## src/rtl/countdown_timer_n.sv

```systemverilog
// Editable BCD countdown timer: digits are set with a cursor, then counted down
// once per TICK_DIV clocks; reaching zero raises a one-cycle done and a blinking alarm.
module countdown_timer_n #(
   parameter int DIGITS    = 4,
   parameter int TICK_DIV  = 100000000,
   parameter int BLINK_DIV = 25000000
) (
   input  logic                  clk,
   input  logic                  rst_n,
   input  logic                  up,
   input  logic                  down,
   input  logic                  left,
   input  logic                  right,
   input  logic                  start,
   input  logic                  modify,
   output logic [4*DIGITS-1:0]   value,
   output logic [2:0]            cursor,
   output logic [1:0]            state,
   output logic                  done,
   output logic                  alarm
);

   localparam int VW = 4 * DIGITS;
   localparam int PW = (TICK_DIV > 2) ? $clog2(TICK_DIV) : 1;
   localparam int BW = (BLINK_DIV > 2) ? $clog2(BLINK_DIV) : 1;
   localparam logic [PW-1:0] PRESC_LAST = PW'(TICK_DIV - 1);
   localparam logic [BW-1:0] BLINK_LAST = BW'(BLINK_DIV - 1);
   localparam logic [2:0]    CUR_LAST   = 3'(DIGITS - 1);

   typedef enum logic [1:0] {
      S_SET   = 2'd0,
      S_RUN   = 2'd1,
      S_PAUSE = 2'd2,
      S_DONE  = 2'd3
   } state_t;

   state_t          r_state;
   logic [VW-1:0]   r_value;
   logic [VW-1:0]   r_preset;
   logic [2:0]      r_cursor;
   logic [PW-1:0]   r_presc;
   logic [BW-1:0]   r_blink;
   logic            r_done;
   logic            r_alarm;

   state_t          w_state_nxt;
   logic [VW-1:0]   w_value_nxt;
   logic [VW-1:0]   w_preset_nxt;
   logic [2:0]      w_cursor_nxt;
   logic [PW-1:0]   w_presc_nxt;
   logic [BW-1:0]   w_blink_nxt;
   logic            w_done_nxt;
   logic            w_alarm_nxt;

   logic [VW-1:0]   w_dec;
   logic            w_tick;
   logic            w_is_zero;

   // Whole-number decrement with borrow rippling through every BCD digit.
   function automatic logic [VW-1:0] bcd_dec(input logic [VW-1:0] v);
      logic [VW-1:0] res;
      logic          borrow;
      logic [3:0]    d;
      res    = v;
      borrow = 1'b1;
      for (int i = 0; i < DIGITS; i++) begin
         d = v[4*i +: 4];
         if (borrow) begin
            if (d == 4'd0) begin
               res[4*i +: 4] = 4'd9;
            end else begin
               res[4*i +: 4] = d - 4'd1;
               borrow        = 1'b0;
            end
         end
      end
      return res;
   endfunction

   // Single-digit modulo-10 step; neighbouring digits are never touched.
   function automatic logic [VW-1:0] edit_digit(input logic [VW-1:0] v,
                                                input logic [2:0]    cur,
                                                input logic          inc);
      logic [VW-1:0] res;
      logic [3:0]    d;
      res = v;
      for (int i = 0; i < DIGITS; i++) begin
         d = v[4*i +: 4];
         if (i == int'(cur)) begin
            if (inc) res[4*i +: 4] = (d == 4'd9) ? 4'd0 : d + 4'd1;
            else     res[4*i +: 4] = (d == 4'd0) ? 4'd9 : d - 4'd1;
         end
      end
      return res;
   endfunction

   assign w_dec     = bcd_dec(r_value);
   assign w_tick    = (r_presc == PRESC_LAST);
   assign w_is_zero = (r_value == '0);

   always_comb begin
      w_state_nxt  = r_state;
      w_value_nxt  = r_value;
      w_preset_nxt = r_preset;
      w_cursor_nxt = r_cursor;
      w_presc_nxt  = r_presc;
      w_blink_nxt  = '0;
      w_done_nxt   = 1'b0;
      w_alarm_nxt  = 1'b0;

      case (r_state)
         S_SET: begin
            if (start && !w_is_zero) begin
               w_preset_nxt = r_value;
               w_presc_nxt  = '0;
               w_state_nxt  = S_RUN;
            end else begin
               if (up ^ down) w_value_nxt = edit_digit(r_value, r_cursor, up);
               if (left && !right)
                  w_cursor_nxt = (r_cursor == CUR_LAST) ? 3'd0 : r_cursor + 3'd1;
               else if (right && !left)
                  w_cursor_nxt = (r_cursor == 3'd0) ? CUR_LAST : r_cursor - 3'd1;
            end
         end
         S_RUN: begin
            // The pausing edge does not advance the prescaler, so resume continues from the same count.
            if (start) begin
               w_state_nxt = S_PAUSE;
            end else if (w_tick) begin
               w_presc_nxt = '0;
               w_value_nxt = w_dec;
               if (w_dec == '0) begin
                  w_state_nxt = S_DONE;
                  w_done_nxt  = 1'b1;
                  w_alarm_nxt = 1'b1;
               end
            end else begin
               w_presc_nxt = r_presc + PW'(1);
            end
         end
         S_PAUSE: begin
            if (start)       w_state_nxt = S_RUN;
            else if (modify) w_state_nxt = S_SET;
         end
         S_DONE: begin
            if (start) begin
               w_value_nxt = r_preset;
               w_presc_nxt = '0;
               w_state_nxt = S_RUN;
            end else if (modify) begin
               w_value_nxt = r_preset;
               w_state_nxt = S_SET;
            end else if (r_blink == BLINK_LAST) begin
               w_alarm_nxt = ~r_alarm;
            end else begin
               w_blink_nxt = r_blink + BW'(1);
               w_alarm_nxt = r_alarm;
            end
         end
         default: w_state_nxt = S_SET;
      endcase
   end

   always_ff @(posedge clk) begin
      if (!rst_n) begin
         r_state  <= S_SET;
         r_value  <= '0;
         r_preset <= '0;
         r_cursor <= 3'd0;
         r_presc  <= '0;
         r_blink  <= '0;
         r_done   <= 1'b0;
         r_alarm  <= 1'b0;
      end else begin
         r_state  <= w_state_nxt;
         r_value  <= w_value_nxt;
         r_preset <= w_preset_nxt;
         r_cursor <= w_cursor_nxt;
         r_presc  <= w_presc_nxt;
         r_blink  <= w_blink_nxt;
         r_done   <= w_done_nxt;
         r_alarm  <= w_alarm_nxt;
      end
   end

   assign value  = r_value;
   assign cursor = r_cursor;
   assign state  = r_state;
   assign done   = r_done;
   assign alarm  = r_alarm;

endmodule

```

## config.mk

```make
export PLATFORM = sky130hd
export DESIGN_NAME = countdown_timer_n
export DESIGN_NICKNAME = d
export VERILOG_FILES = /design/src/rtl/countdown_timer_n.sv
export SDC_FILE = /design/constraint.sdc
export NUM_CORES = 1
export LEC_CHECK = 0
export ABC_AREA = 1
export CAP_MARGIN = 5
export CORE_MARGIN = 2
export CORE_UTILIZATION = 25
export DETAILED_ROUTE_END_ITERATION = 12
export DONT_BUFFER_PORTS = 1
export PLACE_DENSITY = 0.46
export SLEW_MARGIN = 5
export SYNTH_ARGS = -nofsm -noshare
export SYNTH_HDL_FRONTEND = slang
export SYNTH_SLANG_ARGS = --single-unit
```

## constraint.sdc

```tcl
create_clock -name clk -period 4.5 [get_ports clk]
set_input_delay 1.35 -clock clk [delete_from_list [all_inputs] [get_ports clk]]
set_output_delay 1.35 -clock clk [all_outputs]
set_load 0.02 [all_outputs]
```

==> impl_metrics.csv <==
group,metric,value,unit
synth,yosys_most_used_dff,"dfxtp_1",
synth,synthArstFlopShare,0,%
floorplan,die_h,152.3,um
layout,area_delta_synth_final,9.925,%
timing,setup_viol,0,
critical_path,crit_arrival,3170,ps
clock_network,clock_path_buffers,2,
placed_design,port_buffers,0,
floorplan,fp.dieW,152.3,um
synth,synth_top_family_by_area,"simple AND/OR/NAND/NOR gates",
critical_path,crit_type,"register to register",
run,maxCapViolCount,0,
routing,wl,14810,um
timing,finalCriticalPeriod,2898,ps
critical_path,slowest_stage,"dfxtp_1",
critical_path,crit_chain,"nand2_1 -> nor2_1 -> inv_1 -> nor2_1 -> inv_1 -> a31oi_1 -> nand2_1 -> nor3b_1",
synth,avgSynthCellArea,6.598,um2
clock_network,cts_resized,0,
power,vdd_drop_max,0.2227,mV
synth,synth_nets,849,
grt,grt_pass1_wl,24670,um
timing,tightest_slew,845.4,ps
timing,grt_setup_unrepaired,"false",
clock_network,cts.clk_slew.worst_paths,70,ps
grt,antenna_found_initial,0,
clock_network,clock_latency,360,ps
clock_network,cts_tree,"done",
synth,synth_compound_area_share,18.23,%
synth,ys_seq_area_share,33.14,%
layout,diodes,0,
layout,mostFrequentLayoutCells,"170 x nand2_1, 107 x inv_1, 99 x nor2_1, 91 x dfxtp_1, 68 x a21oi_1",
layout,post-route-util,27.86,%
grt,grt-ovfl-total,0,
timing,fin_tns_setup,0,ps
routing,ant_nets,0,
synth,synth_top_area_share,33.14,%
synth,synthCells,833,
routing,wire_per_inst,13.37,um
routing,viasPerCell,4.713,
grt,gr-usage-all-layers,12.90,%
critical_path,critPathMaxStageDelay,730,ps
routing,drtIter0Drc,308,
timing,timing.final.crit_share,64.41,%
floorplan,start_util,25.34,%
clock_network,postCtsHoldBufs,0,
timing,fmax,345.0,MHz
synth,synth_simple_gate_area_share,34.21,%
critical_path,critPathMaxFanout,25,
power,powerDensity,575.7,nW/um2
clock_network,cts_max_level,3,
synth,ys_ff_latch,91,
clock_network,cts_num_sinks,91,
synth,yosys.area.top_type,"dfxtp_1",
synth,synth_edf_count,0,
status,status,"finished clean",
placed_design,dpl.cell_count,1091,
synth,ys_warn_count,0,
placed_design,gp_congestion,0.8084,
floorplan,fp-row-count,54,
routing,routed-via-count,5217,
layout,final_cells,1107,
worst_hold_path,min_path_type,"register to register",
synth,synth_area,5497,um2
critical_path,worstPathRequired,4770,ps
placed_design,dp_hpwl,10680,um
timing,fin_skew,7.986,ps
synth,synth_area_leaders,"dfxtp_1 33%, nand2_1 12%, inv_1 7.3%, nor2_1 6.8%, a21oi_1 6.2%",
floorplan,dieArea,23190,um2
clock_network,root_buffer,"clkbuf_16",
grt,grt_pass1_vias,4842,
critical_path,cp-start-kind,"register",
layout,fin_area,6042,um2
routing,drc,0,
placed_design,dp_worst_setup_slack,1516,ps
synth,yosys.area_share.xor_xnor,2.550,%
critical_path,cp-end-kind,"register",
timing,drv_slew,0,
timing,slew_headroom,43.50,%
timing,hold_violations,0,
synth,synth_fa_ha_area_share,1.821,%
clock_network,cts_buffers,9,
layout,drive_gt1_share,7.376,%
synth,synth.distinct_cells,49,
placed_design,placed_cell_area,5731,um2
layout,nets,838,
synth,synthMuxAreaShare,0,%
clock_network,cts_setup_buffers,0,
floorplan,io_pins,31,
power,leakage,0.002194,uW
floorplan,core,21690,um2
layout,final_common_cell,"nand2_1",
grt,grt_max_degree,42,
timing,final.setup.worst_slack,1602,ps
routing,drt_first_pass_iters,5,
==> worst paths after layout <==
kind	from	end	slack, ps	cells past startpoint
worst max-delay path	state[0]	r_blink[18]	1600	8
worst min-delay path	r_preset[8]	r_preset[8]	450	2
worst max register to register	state[0]	r_blink[18]	1600	8
worst min register to register	r_preset[8]	r_preset[8]	450	2
==> routing by layer <==
| layer | global-route usage (%) | wire length (um) |
|---|---|---|
| met4 | 4.717 | 247 |
| met2 | 20.87 | 6610 |
| met1 | 17.34 | 7195 |
| met3 | 2.076 | 752 |
| met5 | 0 | 0 |
==> area by class of cell <==
type | count | area (um2)
clock buffer | 9 | 225.2
clock inverter | 7 | 86.33
fill | 2410 | 15650
inverter | 116 | 435.4
multi-input combinational | 604 | 3123
sequential | 91 | 1822
tap | 280 | 350.3
==> registers in the layout, summed over array words and instances, names as in the netlist <==
name	count
alarm	1
r_preset	16
state	2
cursor	3
r_blink	25
done	1
value	16
r_presc	27
==> worst max-delay path: cells and delay by family (launching register included) <==
kind / cells / cell delay [ps]
AO/OA/AOI/OAI: 1 / 220
AND/OR/NAND/NOR: 5 / 1700
flip-flops: 1 / 730
buffers and inverters: 2 / 160
==> cell families after synthesis <==
family,count (synthesis)
fa+ha+maj,8
xor+xnor,16
simple gates,403
buf+inv,138
flops,91
compound gates,177
==> per-stage QoR <==
| step | hold slack, ps | power [uW] |
|---|---|---|
| CTS | 448.7 | 3526 |
| detailed placement | 439.1 | 2701 |
| global placement | 433.1 | 2711 |
| global route | 467.4 | 3770 |
| finish | 447.9 | 3479 |
| floorplan | 413.2 | 2383 |
==> synth_stat cells, types with 3 or more instances <==
| cell | number |
|---|---|
| a211oi_1 | 4 |
| a21oi_1 | 68 |
| a31oi_1 | 5 |
| and3_1 | 3 |
| buf_2 | 3 |
| buf_6 | 3 |
| clkbuf_1 | 14 |
| dfxtp_1 | 91 |
| ha_1 | 8 |
| inv_1 | 107 |
| inv_2 | 9 |
| nand2_1 | 170 |
| nand2_2 | 7 |
| nand2_4 | 5 |
| nand3_1 | 49 |
| nand3_2 | 3 |
| nand4_1 | 15 |
| nor2_1 | 99 |
| nor2_2 | 4 |
| nor2_4 | 4 |
| nor2_8 | 3 |
| nor3_1 | 26 |
| nor3b_1 | 5 |
| o211ai_1 | 4 |
| o21ai_0 | 67 |
| o21ai_1 | 4 |
| o221ai_1 | 7 |
| or2_2 | 3 |
| xnor2_1 | 5 |
| xor2_1 | 11 |
==> report_power, final <==
group          internal [uW]  switching, uW
sequential               912            228
clock                    442            366
combinational            466           1060
total                   1820           1660
Power figures use the tool's default switching activity.
